==> config.mk <==
export PLATFORM = sky130hd
export DESIGN_NAME = ps2_joy
export DESIGN_NICKNAME = d
export VERILOG_FILES = /design/src/rtl/ps2_joy_pkg.sv /design/src/rtl/ps2_joy_rx.sv /design/src/rtl/ps2_joy.sv
export SDC_FILE = /design/constraint.sdc
export NUM_CORES = 1
export LEC_CHECK = 0
export CORE_MARGIN = 2
export CORE_UTILIZATION = 55
export CTS_CLUSTER_SIZE = 40
export DETAILED_ROUTE_END_ITERATION = 8
export PLACE_DENSITY_LB_ADDON = 0.12
export SLEW_MARGIN = 0
export SYNTH_ARGS = -nofsm -noshare
export SYNTH_HDL_FRONTEND = slang
export SYNTH_SLANG_ARGS = --single-unit
==> constraint.sdc <==
create_clock -name clock -period 2.7 [get_ports clock]
set_clock_uncertainty 0.1 [all_clocks]
set_input_delay 0.27 -clock clock [delete_from_list [all_inputs] [get_ports clock]]
set_output_delay 0.27 -clock clock [all_outputs]
set_load 0.02 [all_outputs]
==> src/rtl/ps2_joy_pkg.sv <==
// ps2_joy_pkg: scan codes, button indices, receiver states and key map for ps2_joy.
// The player-2 key map is compiled in only when PS2_JOY2_EN is defined.
package ps2_joy_pkg;
   localparam logic [7:0] SC_E0 = 8'hE0, SC_F0 = 8'hF0, SC_E1 = 8'hE1;
   localparam logic [7:0] SC_X = 8'h22, SC_Z = 8'h1A, SC_SPACE = 8'h29, SC_ENTER = 8'h5A;
   localparam logic [7:0] SC_UP = 8'h75, SC_DOWN = 8'h72, SC_LEFT = 8'h6B, SC_RIGHT = 8'h74;
   localparam logic [7:0] SC_W = 8'h1D, SC_S = 8'h1B, SC_A = 8'h1C, SC_D = 8'h23;
   localparam logic [7:0] SC_K = 8'h42, SC_J = 8'h3B, SC_T = 8'h2C, SC_Y = 8'h35;
   localparam logic [2:0] BTN_A = 3'd0, BTN_B = 3'd1, BTN_SELECT = 3'd2, BTN_START = 3'd3;
   localparam logic [2:0] BTN_UP = 3'd4, BTN_DOWN = 3'd5, BTN_LEFT = 3'd6, BTN_RIGHT = 3'd7;
   typedef enum logic {RX_IDLE, RX_RECV} rx_state_t;
   typedef struct packed {
      logic       hit;
      logic       p2;
      logic [2:0] idx;
   } key_t;
   // {hit, p2} prefix: 2'b10 = player 1, 2'b11 = player 2; prefix codes never hit
   function automatic key_t key_map(input logic ext, input logic [7:0] code);
      key_t k;
      k = '0;
      case ({ext, code})
         {1'b0, SC_X}:     k = {2'b10, BTN_A};
         {1'b0, SC_Z}:     k = {2'b10, BTN_B};
         {1'b0, SC_SPACE}: k = {2'b10, BTN_SELECT};
         {1'b0, SC_ENTER}: k = {2'b10, BTN_START};
         {1'b1, SC_UP}:    k = {2'b10, BTN_UP};
         {1'b1, SC_DOWN}:  k = {2'b10, BTN_DOWN};
         {1'b1, SC_LEFT}:  k = {2'b10, BTN_LEFT};
         {1'b1, SC_RIGHT}: k = {2'b10, BTN_RIGHT};
`ifdef PS2_JOY2_EN
         {1'b0, SC_W}:     k = {2'b11, BTN_UP};
         {1'b0, SC_S}:     k = {2'b11, BTN_DOWN};
         {1'b0, SC_A}:     k = {2'b11, BTN_LEFT};
         {1'b0, SC_D}:     k = {2'b11, BTN_RIGHT};
         {1'b0, SC_K}:     k = {2'b11, BTN_A};
         {1'b0, SC_J}:     k = {2'b11, BTN_B};
         {1'b0, SC_T}:     k = {2'b11, BTN_SELECT};
         {1'b0, SC_Y}:     k = {2'b11, BTN_START};
`endif
         default:          k = '0;
      endcase
      return k;
   endfunction
endpackage

==> src/rtl/ps2_joy_rx.sv <==
// ps2_rx: PS/2 device-to-host frame receiver with synchroniser and inactivity timeout.
// Ports: clock, reset_n (async active-low), ps2_clk/ps2_dat (async lines),
//        rx_data (last good byte), rx_valid (new byte strobe), rx_err (parity/stop/timeout strobe).
module ps2_rx #(
   parameter int TIMEOUT = 5000
) (
   input  logic       clock,
   input  logic       reset_n,
   input  logic       ps2_clk,
   input  logic       ps2_dat,
   output logic [7:0] rx_data,
   output logic       rx_valid,
   output logic       rx_err
);
   import ps2_joy_pkg::*;
   localparam int TW = $clog2(TIMEOUT + 1);
   logic [2:0] clk_s, dat_s;
   logic fall, ok, bad;
   rx_state_t state, state_n;
   logic [3:0] cnt, cnt_n;
   logic [8:0] sh, sh_n;
   logic [TW-1:0] tmo, tmo_n;
   assign fall = clk_s[2:1] == 2'b10;
   // sh collects 8 data bits then parity, LSB first; tmo stays zero in IDLE
   always_comb begin
      state_n = state;
      cnt_n = cnt;
      sh_n = sh;
      tmo_n = '0;
      ok = 1'b0;
      bad = 1'b0;
      if (state == RX_IDLE) begin
         if (fall && !dat_s[2]) begin
            state_n = RX_RECV;
            cnt_n = 4'd1;
         end
      end else if (fall) begin
         if (cnt == 4'd10) begin
            state_n = RX_IDLE;
            cnt_n = '0;
            ok = dat_s[2] & ^sh;
            bad = ~ok;
         end else begin
            sh_n = {dat_s[2], sh[8:1]};
            cnt_n = cnt + 4'd1;
         end
      end else if (tmo == TW'(TIMEOUT - 1)) begin
         state_n = RX_IDLE;
         cnt_n = '0;
         bad = 1'b1;
      end else begin
         tmo_n = tmo + 1'b1;
      end
   end
   always_ff @(posedge clock or negedge reset_n) begin
      if (!reset_n) begin
         clk_s <= '1;
         dat_s <= '1;
         state <= RX_IDLE;
         cnt <= '0;
         sh <= '0;
         tmo <= '0;
         rx_data <= '0;
         rx_valid <= 1'b0;
         rx_err <= 1'b0;
      end else begin
         clk_s <= {clk_s[1:0], ps2_clk};
         dat_s <= {dat_s[1:0], ps2_dat};
         state <= state_n;
         cnt <= cnt_n;
         sh <= sh_n;
         tmo <= tmo_n;
         rx_valid <= ok;
         rx_err <= bad;
         if (ok) rx_data <= sh[7:0];
      end
   end
endmodule

==> src/rtl/ps2_joy.sv <==
// ps2_joy: PS/2 keyboard to NES joypad button bytes (set-2 make/break/extended decode).
// Ports: clock, reset_n (async active-low), ps2_clk/ps2_dat (async PS/2 lines),
//        joy1/joy2 (1 = pressed: A,B,Select,Start,Up,Down,Left,Right from bit 0),
//        rx_data/rx_valid/rx_err (receiver byte, new-byte strobe, error strobe).
// Define PS2_JOY2_EN to enable the player-2 key map; otherwise joy2 is tied to zero.
module ps2_joy #(
   parameter int TIMEOUT = 5000
) (
   input  logic       clock,
   input  logic       reset_n,
   input  logic       ps2_clk,
   input  logic       ps2_dat,
   output logic [7:0] joy1,
   output logic [7:0] joy2,
   output logic [7:0] rx_data,
   output logic       rx_valid,
   output logic       rx_err
);
   import ps2_joy_pkg::*;
   logic ext, brk;
   key_t key;
   ps2_rx #(.TIMEOUT(TIMEOUT)) u_rx (
      .clock(clock), .reset_n(reset_n), .ps2_clk(ps2_clk), .ps2_dat(ps2_dat),
      .rx_data(rx_data), .rx_valid(rx_valid), .rx_err(rx_err)
   );
   // prefix bytes never hit, so key.hit alone qualifies a button update
   assign key = key_map(ext, rx_data);
   always_ff @(posedge clock or negedge reset_n) begin
      if (!reset_n) begin
         ext <= 1'b0;
         brk <= 1'b0;
         joy1 <= '0;
      end else if (rx_err) begin
         ext <= 1'b0;
         brk <= 1'b0;
      end else if (rx_valid) begin
         if (rx_data == SC_E0) ext <= 1'b1;
         else if (rx_data == SC_F0) brk <= 1'b1;
         else if (rx_data != SC_E1) begin
            ext <= 1'b0;
            brk <= 1'b0;
            if (key.hit && !key.p2) joy1[key.idx] <= ~brk;
         end
      end
   end
`ifdef PS2_JOY2_EN
   always_ff @(posedge clock or negedge reset_n) begin
      if (!reset_n) joy2 <= '0;
      else if (rx_valid && key.hit && key.p2) joy2[key.idx] <= ~brk;
   end
`else
   assign joy2 = 8'h00;
`endif
endmodule
==> impl_metrics.ini <==
[clocking]
clockBufferDepth = 2
ctsResizeCount = 0
cts_tree = built
cts_sinks = 53
cts-buffers-inserted = 5
cts-root-buf = clkbuf_8
hold_buffers = 1
htree_levels = 2
clock_latency_ps = 300
postCtsSetupBuffers = 0
clk_pin_slew_ps = 90

[die]
io-pin-count = 30
rows = 25
die_y_um = 73.4
die_w_um = 73.4
core_um2 = 4690
die_area_um2 = 5390
start_util_pct = 56.5

[finish]
drive_gt1_share_pct = 15.7
syn_to_final_growth_pct = 11.7
antenna_cells = 0
nNetsFinal = 267
fillers = 398
final_util_pct = 63.0
fin_area_um2 = 2960

[routing]
drt_wl_total_um = 4470
drt_iter0_markers = 48
viasPerCell = 5.56
vias = 1751
wl_per_cell_um = 14.2
ant_nets = 0
route.detailed.drc = 0
first_pass_iters = 4

[sta]
setup_viol = 0
max-slew-margin-rel_pct = 53.0
finalHoldViolations = 0
setup_tns_ps = 0
tightest_slew_ps = 701
fin_crit_ps = 2270
report.final.slew_viol_count = 0
rsz0062_at_grt = false
fin_crit_sh_pct = 84.1
fmax_mhz = 440
fin_hold_ws_ps = 258

[worst_setup_path]
cp_max_fo = 10
crit_required_ps = 2820
critPathBufInv = 0
end_kind = register
path_depth = 5
cpPeakStageDelay_ps = 580
critPathLaunchType = register
path_cells = or4b_4 > or3_1 > a21oi_1 > nor3b_1 > mux2i_1
path_delay_family = simple AND/OR/NAND/NOR gates
arrival_ps = 2390
crit_path_top_delay_cell = or4b_4
worst_r2r_path_depth = 5
path_class = register to register

[global_route]
grtUsageTotal_pct = 18.8
grt_antenna_before_repair = 0
grt_remaining_overflow = 0
grt_max_degree = 32
grt_first_pass_wirelength_um = 7780
grt_pass1_vias = 1644

[power_and_ir_drop]
p_sw_uw = 490
intPower_uw = 1270
power.density_nw_per_um2 = 595
leakage_uw = 0.00132
ir_worst_vdd_v = 0.000403
clkPwrFrac_pct = 24.2
pwr-share-seq_pct = 55.2
p_comb_share_pct = 20.6
p_sw_share_pct = 27.9

[yosys]
synth_edf_count = 0
synth_cells = 236
synth_area_um2 = 2650
synth_cell_types = 56
avgSynthCellArea_um2 = 11.2
async_flop_share_pct = 100
synth_ff_type = dfrtp_1
ys_ff_latch = 53
seq_area_frac_synth_pct = 50.4
ys_warn_count = 0

[status]
status = finished, final reports clean

[placement]
portBuffers = 21
dp_hpwl_um = 3220
dpl_cell_area_um2 = 2860
place_congestion = 0.865

[flow_run]
max_cap_violations = 0

[min_path]
min_path_type = register to register
worst_hold_path.num_cells = 0
-- placed cells by master (no fill, tap or decap), types with 2 or more instances in the layout --
master | Yosys | layout
nand3_1 | 7 | 7
nand3b_1 | 2 | 2
clkbuf_1 | 3 | 2
a32oi_1 | 2 | 2
nor4b_1 | 2 | 2
clkdlybuf4s50_1 | 0 | 20
nand2_1 | 11 | 11
ha_1 | 3 | 3
nand4_1 | 3 | 3
mux2i_1 | 7 | 7
nor2_1 | 19 | 19
a21oi_1 | 6 | 6
nand4b_1 | 2 | 2
or3_1 | 2 | 2
mux2_2 | 19 | 19
o31ai_1 | 2 | 2
and3b_1 | 2 | 2
and4bb_1 | 2 | 2
nor2b_1 | 4 | 4
conb_1 | 1 | 8
dfrtp_1 | 47 | 47
dfstp_2 | 6 | 6
nand2b_1 | 3 | 3
clkbuf_8 | 0 | 5
a31oi_1 | 2 | 2
and3_1 | 4 | 4
buf_4 | 8 | 3
inv_1 | 13 | 13
nor3b_1 | 2 | 2
xnor2_1 | 9 | 9
xor2_1 | 7 | 7
o21ai_0 | 9 | 9
-- registers in the layout (all words and copies together) (netlist names) --
name           flops
u_rx.tmo          13
u_rx.sh            9
joy1               8
u_rx.rx_data       8
u_rx.cnt           4
u_rx.clk_s         3
u_rx.dat_s         3
brk                1
ext                1
u_rx.rx_err        1
u_rx.rx_valid      1
u_rx.state         1
-- power groups by stage --
| stage | combinational (uW) | clock, uW | sequential, uW |
|---|---|---|---|
| final | 363 | 426 | 970 |
| after global routing | 406 | 473 | 988 |
| after CTS | 370 | 448 | 970 |
| after detailed placement | 365 | 0 | 986 |
| after global placement | 352 | 0 | 982 |
| after floorplan | 310 | 0 | 959 |
-- layer usage --
metal / GRT usage, % / vias up / wire length, um
li1: - / 864 / -
met1: 25.6 / 852 / 2150
met2: 29.3 / 31 / 2130
met3: 4.39 / 4 / 136
met4: 7.47 / 0 / 51
met5: 0 / - / 0
-- cells by family after synthesis --
family                     after synthesis  synth area share (%)
muxes                                   26                  10.7
DFF                                     53                  50.4
buffers and inverters                   28                  5.86
AOI/OAI and AO/OA                       31                  7.70
adders and majority gates                3                  1.42
and+or+nand+nor                         77                  17.7
other                                    1                 0.142
xor gates and xnor gates                17                  6.14
-- synth_stat cells, types with 4 or more instances --
master / count / share of area, %
buf_4: 8 / 2.3
nor2b_1: 4 / 0.94
o21ai_0: 9 / 1.7
and3_1: 4 / 0.94
dfrtp_1: 47 / 44
xnor2_1: 9 / 3.0
nor2_1: 19 / 2.7
mux2i_1: 7 / 2.6
a21oi_1: 6 / 1.1
nand3_1: 7 / 1.3
xor2_1: 7 / 2.3
dfstp_2: 6 / 6.0
mux2_2: 19 / 8.1
nand2_1: 11 / 1.6
inv_1: 13 / 1.8
-- layout make-up --
class	count	area, um2	area share (%)
Sequential cell	53	1330	45.1
Multi-Input combinational cell	162	1190	40.1
Timing Repair Buffer	25	238	8.04
Clock buffer	7	76.3	2.58
Tap cell	54	67.6	2.28
Inverter	13	48.8	1.65
Clock inverter	1	7.51	0.254
-- per-stage QoR --
| stage | power (uW) | std cells | worst slack, ps |
|---|---|---|---|
| after global placement | 1330 | 306 | 423 |
| after floorplan | 1270 | 243 | 484 |
| after CTS | 1790 | 315 | 401 |
| final | 1760 | 315 | 429 |
| after global routing | 1870 | 315 | 214 |
| after detailed placement | 1350 | 306 | 424 |
-- path summary, 6_finish.rpt --
kind,start,to,slack [ps]
max,u_rx.rx_data[4],joy1[3],430
min,u_rx.dat_s[1],u_rx.dat_s[2],260
max reg2reg,u_rx.rx_data[4],joy1[3],430
min reg2reg,u_rx.dat_s[1],u_rx.dat_s[2],260
max in group asynchronous,reset_n,u_rx.dat_s[0],1330
min in group asynchronous,reset_n,u_rx.rx_data[6],440
Power figures use the tool's default switching activity.
